==> src/rtl/proc_io_port.sv <==
`default_nettype none
// ============================================================================
// proc_io_port: per-channel input FIFOs popped by a soft core, plus latched
// output registers with update strobes and a maskable data-pending interrupt.
// Revision: 1.0
// ============================================================================
module proc_io_port #(
    parameter int DATA_W     = 32,
    parameter int N_IN       = 2,
    parameter int N_OUT      = 5,
    parameter int FIFO_DEPTH = 4
) (
    input  logic                     clk,
    input  logic                     rst_geral_n,
    input  logic [N_IN*DATA_W-1:0]   in_data,
    input  logic [N_IN-1:0]          in_valid,
    output logic [N_IN-1:0]          in_ready,
    input  logic [N_IN-1:0]          req_in,
    output logic signed [DATA_W-1:0] io_in,
    output logic                     stall,
    output logic                     req_err,
    input  logic signed [DATA_W-1:0] out_proc,
    input  logic [N_OUT-1:0]         out_en,
    output logic [N_OUT*DATA_W-1:0]  out_data,
    output logic [N_OUT-1:0]         out_strobe,
    input  logic [N_IN-1:0]          itr_mask,
    output logic                     itr
);

    localparam int AW = $clog2(FIFO_DEPTH);
    localparam int CW = AW + 1;

    logic [N_IN-1:0]        empty;
    logic [N_IN-1:0]        full;
    logic [N_IN-1:0]        push;
    logic [N_IN-1:0]        pop;
    logic [N_IN*DATA_W-1:0] heads;
    logic                   req_any;
    logic                   req_multi;
    logic                   req_onehot;
    logic [DATA_W-1:0]      sel_head;
    logic                   sel_empty;

    // Clearing the lowest set bit leaves something only when two or more bits are set.
    assign req_any    = |req_in;
    assign req_multi  = |(req_in & (req_in - N_IN'(1)));
    assign req_onehot = req_any & ~req_multi;

    always_comb begin
        sel_head  = '0;
        sel_empty = 1'b0;
        for (int k = 0; k < N_IN; k++) begin
            if (req_in[k]) begin
                sel_head  = heads[k*DATA_W +: DATA_W];
                sel_empty = empty[k];
            end
        end
    end

    assign io_in    = (req_onehot && !sel_empty) ? sel_head : '0;
    assign stall    = req_onehot & sel_empty;
    assign in_ready = ~full;
    assign push     = in_valid & ~full;
    assign pop      = {N_IN{req_onehot}} & req_in & ~empty;

    generate
        for (genvar k = 0; k < N_IN; k++) begin : g_fifo
            logic [DATA_W-1:0] mem [FIFO_DEPTH];
            logic [AW-1:0]     wr_ptr;
            logic [AW-1:0]     rd_ptr;
            logic [CW-1:0]     count;

            always_ff @(posedge clk) begin
                if (push[k]) mem[wr_ptr] <= in_data[k*DATA_W +: DATA_W];
            end

            // Pointers wrap naturally because the depth is a power of two.
            always_ff @(posedge clk or negedge rst_geral_n) begin
                if (!rst_geral_n) begin
                    wr_ptr <= '0;
                    rd_ptr <= '0;
                    count  <= '0;
                end else begin
                    if (push[k]) wr_ptr <= wr_ptr + AW'(1);
                    if (pop[k])  rd_ptr <= rd_ptr + AW'(1);
                    case ({push[k], pop[k]})
                        2'b10:   count <= count + CW'(1);
                        2'b01:   count <= count - CW'(1);
                        default: count <= count;
                    endcase
                end
            end

            assign empty[k]                   = (count == '0);
            assign full[k]                    = (count == CW'(FIFO_DEPTH));
            assign heads[k*DATA_W +: DATA_W]  = mem[rd_ptr];
        end
    endgenerate

    always_ff @(posedge clk or negedge rst_geral_n) begin
        if (!rst_geral_n) begin
            out_data   <= '0;
            out_strobe <= '0;
            req_err    <= 1'b0;
            itr        <= 1'b0;
        end else begin
            for (int j = 0; j < N_OUT; j++) begin
                if (out_en[j]) out_data[j*DATA_W +: DATA_W] <= out_proc;
            end
            out_strobe <= out_en;
            req_err    <= req_multi;
            itr        <= |(~empty & itr_mask);
        end
    end

endmodule
`default_nettype wire
==> config.mk <==
export PLATFORM = sky130hd
export DESIGN_NAME = proc_io_port
export DESIGN_NICKNAME = d
export VERILOG_FILES = /design/src/rtl/proc_io_port.sv
export SDC_FILE = /design/constraint.sdc
export NUM_CORES = 1
export LEC_CHECK = 0
export CORE_ASPECT_RATIO = 1.1
export CORE_MARGIN = 4
export CORE_UTILIZATION = 24
export DETAILED_ROUTE_END_ITERATION = 7
export GPL_ROUTABILITY_DRIVEN = 0
export MAX_ROUTING_LAYER = met4
export PLACE_DENSITY = 0.47
export REMOVE_ABC_BUFFERS = 1
export SLEW_MARGIN = 40
export SYNTH_ARGS = -nofsm -noshare
export SYNTH_HDL_FRONTEND = slang
export SYNTH_SLANG_ARGS = --single-unit
==> constraint.sdc <==
create_clock -name clk -period 2.6 [get_ports clk]
set_clock_uncertainty 0.1 [all_clocks]
set_input_delay 0.52 -clock clk [delete_from_list [all_inputs] [get_ports clk]]
set_output_delay 0.52 -clock clk [all_outputs]
set_load 0.005 [all_outputs]
After elaboration in Yosys (flattened, before gate mapping)
Memories as Yosys holds them, arrays and structs flattened.
Cells that the tools add are included.
{"block": "totals", "reg_bits": 181, "ramBits": 256, "in_bits": 109, "output_inout_bits": 202, "elab_cells": 61, "mem_count": 2}
{"block": "op_classes", "n_addsub": 9, "n_eq_ne": 6, "muxes": 11, "bitwise": 10, "n_reduce_logical": 9}
{"memory": "g_fifo[0].mem", "words": 4, "word_bits": 32, "rd": 1, "rd_clocked_by_memory_dff": 0, "wr": 1, "line_no": "68", "text": "logic [DATA_W-1:0] mem [FIFO_DEPTH];"}
{"memory": "g_fifo[1].mem", "words": 4, "word_bits": 32, "rd": 1, "rd_clocked_by_memory_dff": 0, "wr": 1, "line_no": "68"}
{"op": "2-to-1 mux 32 bit", "count": 3}
{"op": "case mux 3 bit (2 select lines)", "count": 2}
{"op": "AND 2 bit", "count": 5}
{"op": "adder 2 x 1 -> 2 bit, second input constant", "count": 4}
{"op": "adder 3 x 1 -> 3 bit, second input constant", "count": 2}
{"op": "equality test 3 bit, second input constant", "count": 2}
{"op": "logical NOT 3 bit", "count": 2}
{"op": "2-to-1 mux 1 bit", "count": 6}
{"op": "OR reduction 2 bit", "count": 3}
{"op": "subtractor 3 x 1 -> 3 bit, second input constant", "count": 2}
{"op": "equality test 2 x 1 -> 1 bit, second input constant", "count": 2}
{"op": "equality test 2 bit, second input constant", "count": 2}
{"op": "inverter 2 bit", "count": 2}
{"op": "nonzero test 2 bit", "count": 2}
{"op": "AND 1 bit", "count": 2}
{"op": "subtractor 2 x 1 -> 2 bit, second input constant", "count": 1}
{"op": "logical AND 1 bit", "count": 1}
{"op": "logical NOT 1 bit", "count": 1}
{"op": "inverter 1 bit", "count": 1}

Logic depth before layout (Yosys ltp)
Gate-level depths: netlist of run 1.
{"block": "logic_depth", "word_depth": 9, "ltp_mapped": 11, "depth_no_buf": 9}

Least setup slack after synthesis of run 1
Ideal clock, no wire load.
{"block": "synth_timing", "kind": "input port to flip-flop", "start": "input port req_in[1]", "end": "register g_fifo[0].count[2]", "setup_time_ns": 0.079, "arrival_time_ns": 2.151, "slack_ns": 0.270, "stages": 11, "path_buffers": 2, "cell_sequence": "buf_2 > buf_2 > inv_2 > ha_1 > and2_1 > ha_1 > inv_1 > fa_1 > xor2_1 > nor2_1 > xor2_1"}
{"block": "synth_via", "elab_chain_cells": 9, "word_cells_on_any_way": 12}
{"item": "start: declaration", "line_no": "18", "text": "input logic [N_IN-1:0] req_in,"}
{"item": "subtractor 2 x 1 -> 2 bit", "line_no": "46", "text": "assign req_multi = |(req_in & (req_in - N_IN'(1)));"}
{"item": "AND 2 bit", "line_no": "46"}
{"item": "OR reduction 2 bit", "line_no": "46"}
{"item": "inverter 1 bit", "line_no": "47", "text": "assign req_onehot = req_any & ~req_multi;"}
{"item": "AND 1 bit *", "line_no": "47"}
{"item": "AND 2 bit * (2 in series)", "line_no": "64", "text": "assign pop = {N_IN{req_onehot}} & req_in & ~empty;"}
{"item": "named net pop[0]", "line_no": "36", "text": "logic [N_IN-1:0] pop;"}
{"item": "equality test 2 x 1 -> 1 bit or equality test 2 bit (tied branches)", "line_no": "86", "text": "case ({push[k], pop[k]})"}
{"item": "case mux 3 bit (2 select lines) or nonzero test 2 bit (tied branches)"}
{"item": "end signal: assignment", "line_no": "87", "text": "2'b10: count <= count + CW'(1);"}
{"item": "end signal: assignment", "line_no": "88", "text": "2'b01: count <= count - CW'(1);"}
{"item": "end signal: assignment", "line_no": "89", "text": "default: count <= count;"}
{"item": "end: declaration", "line_no": "71", "text": "logic [CW-1:0] count;"}
The timed path passes the listed nets; every way through them passes the cells marked *.
A chain may end at the register's enable or synchronous reset.

Final worst setup path of run 1
{"block": "layout_timing", "start": "register g_fifo[1].count[2]", "end": "output port io_in[25]"}
{"block": "layout_via", "elab_chain_cells": 5}
{"item": "start: declaration", "line_no": "71"}
{"item": "start signal: assignment", "line_no": "87"}
{"item": "start signal: assignment", "line_no": "88"}
{"item": "start signal: assignment", "line_no": "89"}
{"item": "logical NOT 3 bit", "line_no": "94", "text": "assign empty[k] = (count == '0);"}
{"item": "2-to-1 mux 1 bit", "line_no": "53", "text": "if (req_in[k]) begin"}
{"item": "logical NOT 1 bit", "line_no": "60", "text": "assign io_in = (req_onehot && !sel_empty) ? sel_head : '0;"}
{"item": "logical AND 1 bit", "line_no": "60"}
{"item": "2-to-1 mux 32 bit", "line_no": "60"}
{"item": "end: declaration", "line_no": "19", "text": "output logic signed [DATA_W-1:0] io_in,"}
No other way between the ends.

==> metrics.txt, run 1 <==
Die ar.=0.07599 mm2; drt wl/cell=21.69 um; Leakage=9.496 nW; Core Region=0.07070 mm2; buffers added on ports=310; Post-Synth Adder-Cell Area=1.179%; Final Critical Period=2.890 ns; synthesized flop and latch total=437; vias per cell=4.245; HPWL Detailed=34.36 mm; Startpoint Class=register; largest net degree at the start of global routing=64; Worst path slowest cell=a221o_4; commonest non-fill, non-tap cell in the layout=clkdlybuf4s50_1; Top-Level Pins=311; Cell variety after synth=40; nets@finish=1535; max-slew violation count=0; Setup TNS=-7.001 ns; Pwr Density=956.3 mW/mm2; Synth-to-Final Area Change=46.97%; worst path required time=1.98 ns; crit-path leading delay family=compound AO/OA/AOI/OAI gates; Worst-Skew Late Latency=0.59 ns; unrepaired setup endpoints after global routing=yes; mux share of post-synthesis cell area=18.99%; Final Hold Viols=0; crit path buf inv count=3; antenna violation net count after detailed routing=0; crit share post-route=111.2%; Inserted Clock Buffers=50; final WL=51.98 mm; status=complete, but fails checks; Crit path depth=6; CTS Buffer Depth=3; main combinational cell family by area after synthesis=multiplexers; cells after synthesis=957; initial core utilization=24.32%; gr usage total=13.83%; Die Y=288.7 um; worst slew pin tran=0.5999 ns; dpl cells=2240; Net Sw Frac=29.45%; global-route wire length before repair=76.40 mm; drt pass-1 iters=4; CP cell instances=nor3_4 -> a221o_4 -> buf_12 -> buf_6 -> nor3_2 -> buf_2; commonest register cell after synthesis=edfxtp_1; Util after Layout=35.74%; Cell Int Power=17.05 mW; Max Freq=0.3460 GHz; die width=263.2 um; GRT overflow=0; vias in the first global route=11300; Finished Layout Cells=2396; Hold Path Class=input pin to register; critical path class=register to output pin; CP max stage delay=0.54 ns; mapped cell area=0.01719 mm2; # rows=102; XOR/XNOR share of the synthesized area=0.6113%; FFs w/ async S/R, synth=41.42%; relative max-transition margin=60.01%; Synth Area in Simple Gates=2.882%; failing checks=negative setup slack; Post-synth EDFFs=256; max-cap viol count=0; share of cells above drive strength 1=33.36%; sequential power share=37.4%; initial DRC count=362; Logic pwr share=34.5%; Mean Syn Cell Area=17.97 um2; CTS tree=built; Compound-Gate Fraction of Synth Area=3.216%; Psw=7.118 mW; initial antenna violation count=9; Peak VDD IR=0.4958 mV; Ys Warns=0; H-tree levels=2; worst hold stages=1; via count=10170; commonest cells after routing, fill and taps aside=267 x clkdlybuf4s50_1, 256 x edfxtp_1, 179 x dfrtp_1; PnR worst setup slack=-0.2902 ns; arrival time worst endpoint=2.27 ns; crit-path max FO=5; Sink Count=437; number of setup violations in the final report=32; r2r worst-path depth=12; post-synthesis sequential area ratio=71.05%; CP Capture Type=output pin; Clock Power Share=28.2%; Clock transition at path regs=0.06 ns; DRC violation count after routing=0; Root Driver=clkbuf_16
[cell usage after synthesis, types with 2 or more instances]
cell	number	area [um2]
buf_2	26	130.1
buf_6	8	90.09
nor2_1	3	11.26
a221oi_2	5	75.07
inv_2	3	11.26
xor2_1	6	52.55
o22ai_1	31	193.9
mux2_2	93	1047
fa_1	2	40.04
inv_1	12	45.04
o21ai_0	2	10.01
clkbuf_1	18	67.56
and2_1	2	12.51
and2_4	2	17.52
xnor2_1	6	52.55
edfxtp_1	256	7687
dfrtp_1	181	4529
nor2b_1	2	12.51
mux2i_1	3	30.03
nand2b_1	2	12.51
mux2_1	193	2173
nand3_1	2	10.01
nor3_2	29	290.3
ha_1	13	162.7
nor3_1	4	20.02
and3_1	8	50.05
a221oi_1	26	227.7
nand2_1	6	22.52
or3b_4	2	22.52
[registers in the layout, indices dropped and copies added, names as in the netlist]
name and count:
g_fifo.count 6, g_fifo.wr_ptr 4, req_err 1, g_fifo.rd_ptr 4
g_fifo.mem 256, out_strobe 5, itr 1, out_data 160
[layout make-up]
type | count | area [um2]
Timing Repair Buffer | 455 | 4733
Sequential cell | 437 | 12220
Multi-Input combinational cell | 452 | 5458
Clock inverter | 24 | 231.5
Fill cell | 6729 | 45430
Clock buffer | 68 | 1379
Antenna cell | 9 | 22.52
Tap cell | 936 | 1171
Inverter | 15 | 56.30
[through the flow]
step / hold slack, ns / area, um2 / total power [mW] / worst slack, ns
floorplan: 0.1244 / 16900 / 11.91 / -0.4876
global placement: 0.3666 / 22160 / 15.41 / -0.7947
detailed placement: 0.3737 / 22160 / 15.42 / -0.8422
CTS: 0.1321 / 24830 / 23.95 / -0.4105
global route: 0.1466 / 25270 / 25.40 / -0.3972
finish: 0.1786 / 25270 / 24.17 / -0.2902
[power groups by stage]
| stage | sequential, mW | combinational (mW) | clock, mW |
|---|---|---|---|
| after floorplan | 9.36 | 2.54 | 0 |
| after global placement | 9.12 | 6.29 | 0 |
| after detailed placement | 9.16 | 6.26 | 0 |
| after CTS | 9.03 | 7.83 | 7.08 |
| after global routing | 9.14 | 8.88 | 7.39 |
| final | 9.03 | 8.33 | 6.80 |
[routing by layer]
layer  GRT usage [%]  share of wire [%]  vias to the layer above
li1                -                  -                     4607
met1           16.09                 40                     5151
met2           22.62                 48                      345
met3           5.862                9.7                       69
met4           2.775                1.9                        0
met5               -                  0                        -
[worst paths after layout]
check                                                  to  slack (ns)                           start
min in group asynchronous       out_data[158]$_DFFE_PN0P_        0.38                     rst_geral_n
max reg2reg                g_fifo[1].count[2]$_DFFE_PN0P_        0.07  g_fifo[1].count[2]$_DFFE_PN0P_
min reg2reg                      out_data[32]$_DFFE_PN0P_        0.38        out_data[32]$_DFFE_PN0P_
max in group asynchronous               req_err$_DFF_PN0_        1.26                     rst_geral_n
max                                             io_in[25]       -0.29  g_fifo[1].count[2]$_DFFE_PN0P_
min                               out_strobe[4]$_DFF_PN0_        0.18                       out_en[4]
[kinds of logic (layout without fill, tap and decap cells)]
group | count (synthesis) | in the layout
adders and majority gates | 15 | 15
and+or+nand+nor | 64 | 64
DFF | 437 | 437
muxes | 290 | 290
AOI/OAI and AO/OA | 70 | 71
other | 0 | 9
xor gates and xnor gates | 12 | 12
buffers and inverters | 69 | 562
[timing repair]
action,4_1_cts,5_1_grt
resized for setup,266,79
pin swaps,39,44
buffers inserted,32,16
hold buffers,1,0
gates cloned,9,3
endpoints found under the setup margin,35,35
hold endpoints to repair,57,0
Note: power is estimated with default switching activity, not from simulation.
==> run 2: changes to the inputs <==
--- a/config.mk
+++ b/config.mk
@@ -5,6 +5,7 @@
 export SDC_FILE = /design/constraint.sdc
 export NUM_CORES = 1
 export LEC_CHECK = 0
+export CAP_MARGIN = 10
 export CORE_ASPECT_RATIO = 1.1
 export CORE_MARGIN = 4
 export CORE_UTILIZATION = 24
==> results of run 2 <==
Final layout, timing and power as in run 1 (identical DEF).
==> run 3: changes to the inputs <==
--- a/config.mk
+++ b/config.mk
@@ -12,7 +12,6 @@
 export DETAILED_ROUTE_END_ITERATION = 7
 export GPL_ROUTABILITY_DRIVEN = 0
 export MAX_ROUTING_LAYER = met4
-export PLACE_DENSITY = 0.47
 export REMOVE_ABC_BUFFERS = 1
 export SLEW_MARGIN = 40
 export SYNTH_ARGS = -nofsm -noshare
==> run 3 against run 2 <==
Compared with the run above: the run still ends with negative setup slack left; via count grew 0.68%; first-iteration DRC count rose by 23%; die area did not move; non-clock buffer count down 20; critical path depth increased by 1; register-to-register slack is essentially flat; count of clock-buffer cells in the layout fell by 4; total power is 0.70% lower; hold slack improved by 0.0036 ns; final area shrank 0.82%; cell count shrank 0.63%; utilization down 0.29 points.
==> metrics.txt, run 3 (synthesis gave the netlist of run 1 again) <==
die width=263.2 um; GRT overflow=0; max-cap viol count=0; buffers added on ports=310; Startpoint Class=register; Worst-Skew Late Latency=0.59 ns; arrival time worst endpoint=2.28 ns; commonest cells after routing, fill and taps aside=267 x clkdlybuf4s50_1, 256 x edfxtp_1, 178 x dfrtp_1; Core Region=0.07070 mm2; max-slew violation count=0; gr usage total=13.64%; Largest regs=g_fifo.mem (256), out_data (160), g_fifo.count (6); crit-path max FO=7; initial DRC count=446; nets@finish=1514; unrepaired setup endpoints after global routing=yes; Sink Count=437; Leakage=9.361 nW; Worst path slowest cell=dfrtp_2; largest net degree at the start of global routing=67; r2r endpoint=g_fifo[1].count[2]$_DFFE_PN0P_; antenna violation net count after detailed routing=0; Clock transition at path regs=0.06 ns; worst slew pin tran=0.5923 ns; via count=10240; Top reg by flops=g_fifo.mem; Util after Layout=35.45%; PnR worst setup slack=-0.3008 ns; Hold Path Class=input pin to register; Top-Level Pins=311; Synth-to-Final Area Change=45.77%; critical path class=register to output pin; status=complete, but fails checks; Fin Hold WS=0.1822 ns; DRC violation count after routing=0; Die ar.=0.07599 mm2; Critical R2R Launch=g_fifo[1].count[1]$_DFFE_PN0P_; Register-to-Register Setup Slack=0.08 ns; Crit path top cell by count=buf_12; drt wl/cell=21.32 um; CP max stage delay=0.44 ns; vias per cell=4.301; max reg flops=256; Worst Hold Path EP=out_strobe[2]$_DFF_PN0_; Die Y=288.7 um; dpl cells=2233; worst path required time=1.98 ns; Final Hold Viols=0; commonest non-fill, non-tap cell in the layout=clkdlybuf4s50_1; HPWL Detailed=34.50 mm; relative max-transition margin=60.51%; crit-path leading delay family=buffers and inverters; vias in the first global route=11320; CP Capture Type=output pin; final WL=50.77 mm; r2r worst-path depth=11; crit share post-route=111.6%; Pwr Density=957.5 mW/mm2; Final Critical Period=2.901 ns; CTS tree=built; Root Driver=clkbuf_16; number of setup violations in the final report=32; initial antenna violation count=19; Max Freq=0.3447 GHz; share of cells above drive strength 1=33.24%; CTS Buffer Depth=3; crit path buf inv count=4; failing checks=negative setup slack; CP cell instances=buf_12 -> buf_12 -> buf_12 -> mux2_4 -> a221oi_4 -> nor3_2 -> buf_2; Inserted Clock Buffers=49; drt pass-1 iters=4; initial core utilization=24.32%; Peak VDD IR=0.6509 mV; H-tree levels=2; total power=24.00 mW; Finished Layout Cells=2381; hold path startpoint=out_en[2]; worst hold stages=1; global-route wire length before repair=75.20 mm; # rows=102
-- run 3: area by class of cell --
type                       instances  area (um2)
sequential                       437       12220
clock inverter                    26       329.1
antenna                           16       40.04
multi-input combinational        452        5394
timing repair buffer             435        4499
inverter                          15       56.30
tap                              936        1171
clock buffer                      64        1354
fill                            6687       45640
-- run 3: worst max-delay path by stage --
stage / start / cells past startpoint / end
finish: g_fifo[0].rd_ptr[0]$_DFFE_PN0P_ / 7 / io_in[16]
CTS: g_fifo[1].rd_ptr[0]$_DFFE_PN0P_ / 8 / io_in[21]
detailed placement: req_in[0] / 7 / io_in[28]
global placement: req_in[0] / 7 / io_in[28]
floorplan: g_fifo[0].rd_ptr[0]$_DFFE_PN0P_ / 3 / io_in[10]
global route: g_fifo[0].rd_ptr[0]$_DFFE_PN0P_ / 7 / io_in[9]
-- run 3: power by group --
group / leakage, nW / switching [mW] / internal [mW]
Combinational: 4.08 / 3.70 / 4.19
Sequential: 4.46 / 0.412 / 8.63
Clock: 0.820 / 2.84 / 4.22
Total: 9.36 / 6.96 / 17.0
-- run 3: layer usage --
layer	vias to the layer above	routed length (um)	track usage (%)	share of wire, %
li1	4576	-	-	-
met1	5198	19100	14.97	38
met2	394	24450	22.25	48
met3	73	6133	6.688	12
met4	0	1081	3.705	2.1
met5	-	0	-	0
-- run 3: metrics by stage --
step | worst slack, ns | setup TNS (ns) | area, um2
6_report | -0.3008 | -7.196 | 25060
5_1_grt | -0.3840 | -10.06 | 25060
4_1_cts | -0.3856 | -9.809 | 24790
3_5_place_dp | -0.8651 | -26.31 | 22140
3_3_place_gp | -0.8456 | -26.22 | 22140
2_1_floorplan | -0.4876 | -14.77 | 16900
-- run 3: repair_timing --
action                                 CTS  global route
cloned                                   9             0
endpoints found under the hold margin   47             0
setup endpoints to repair               35            33
buffers inserted                        24            12
pin swaps                               55            30
hold buffers                             1             0
gates resized for setup                297            41
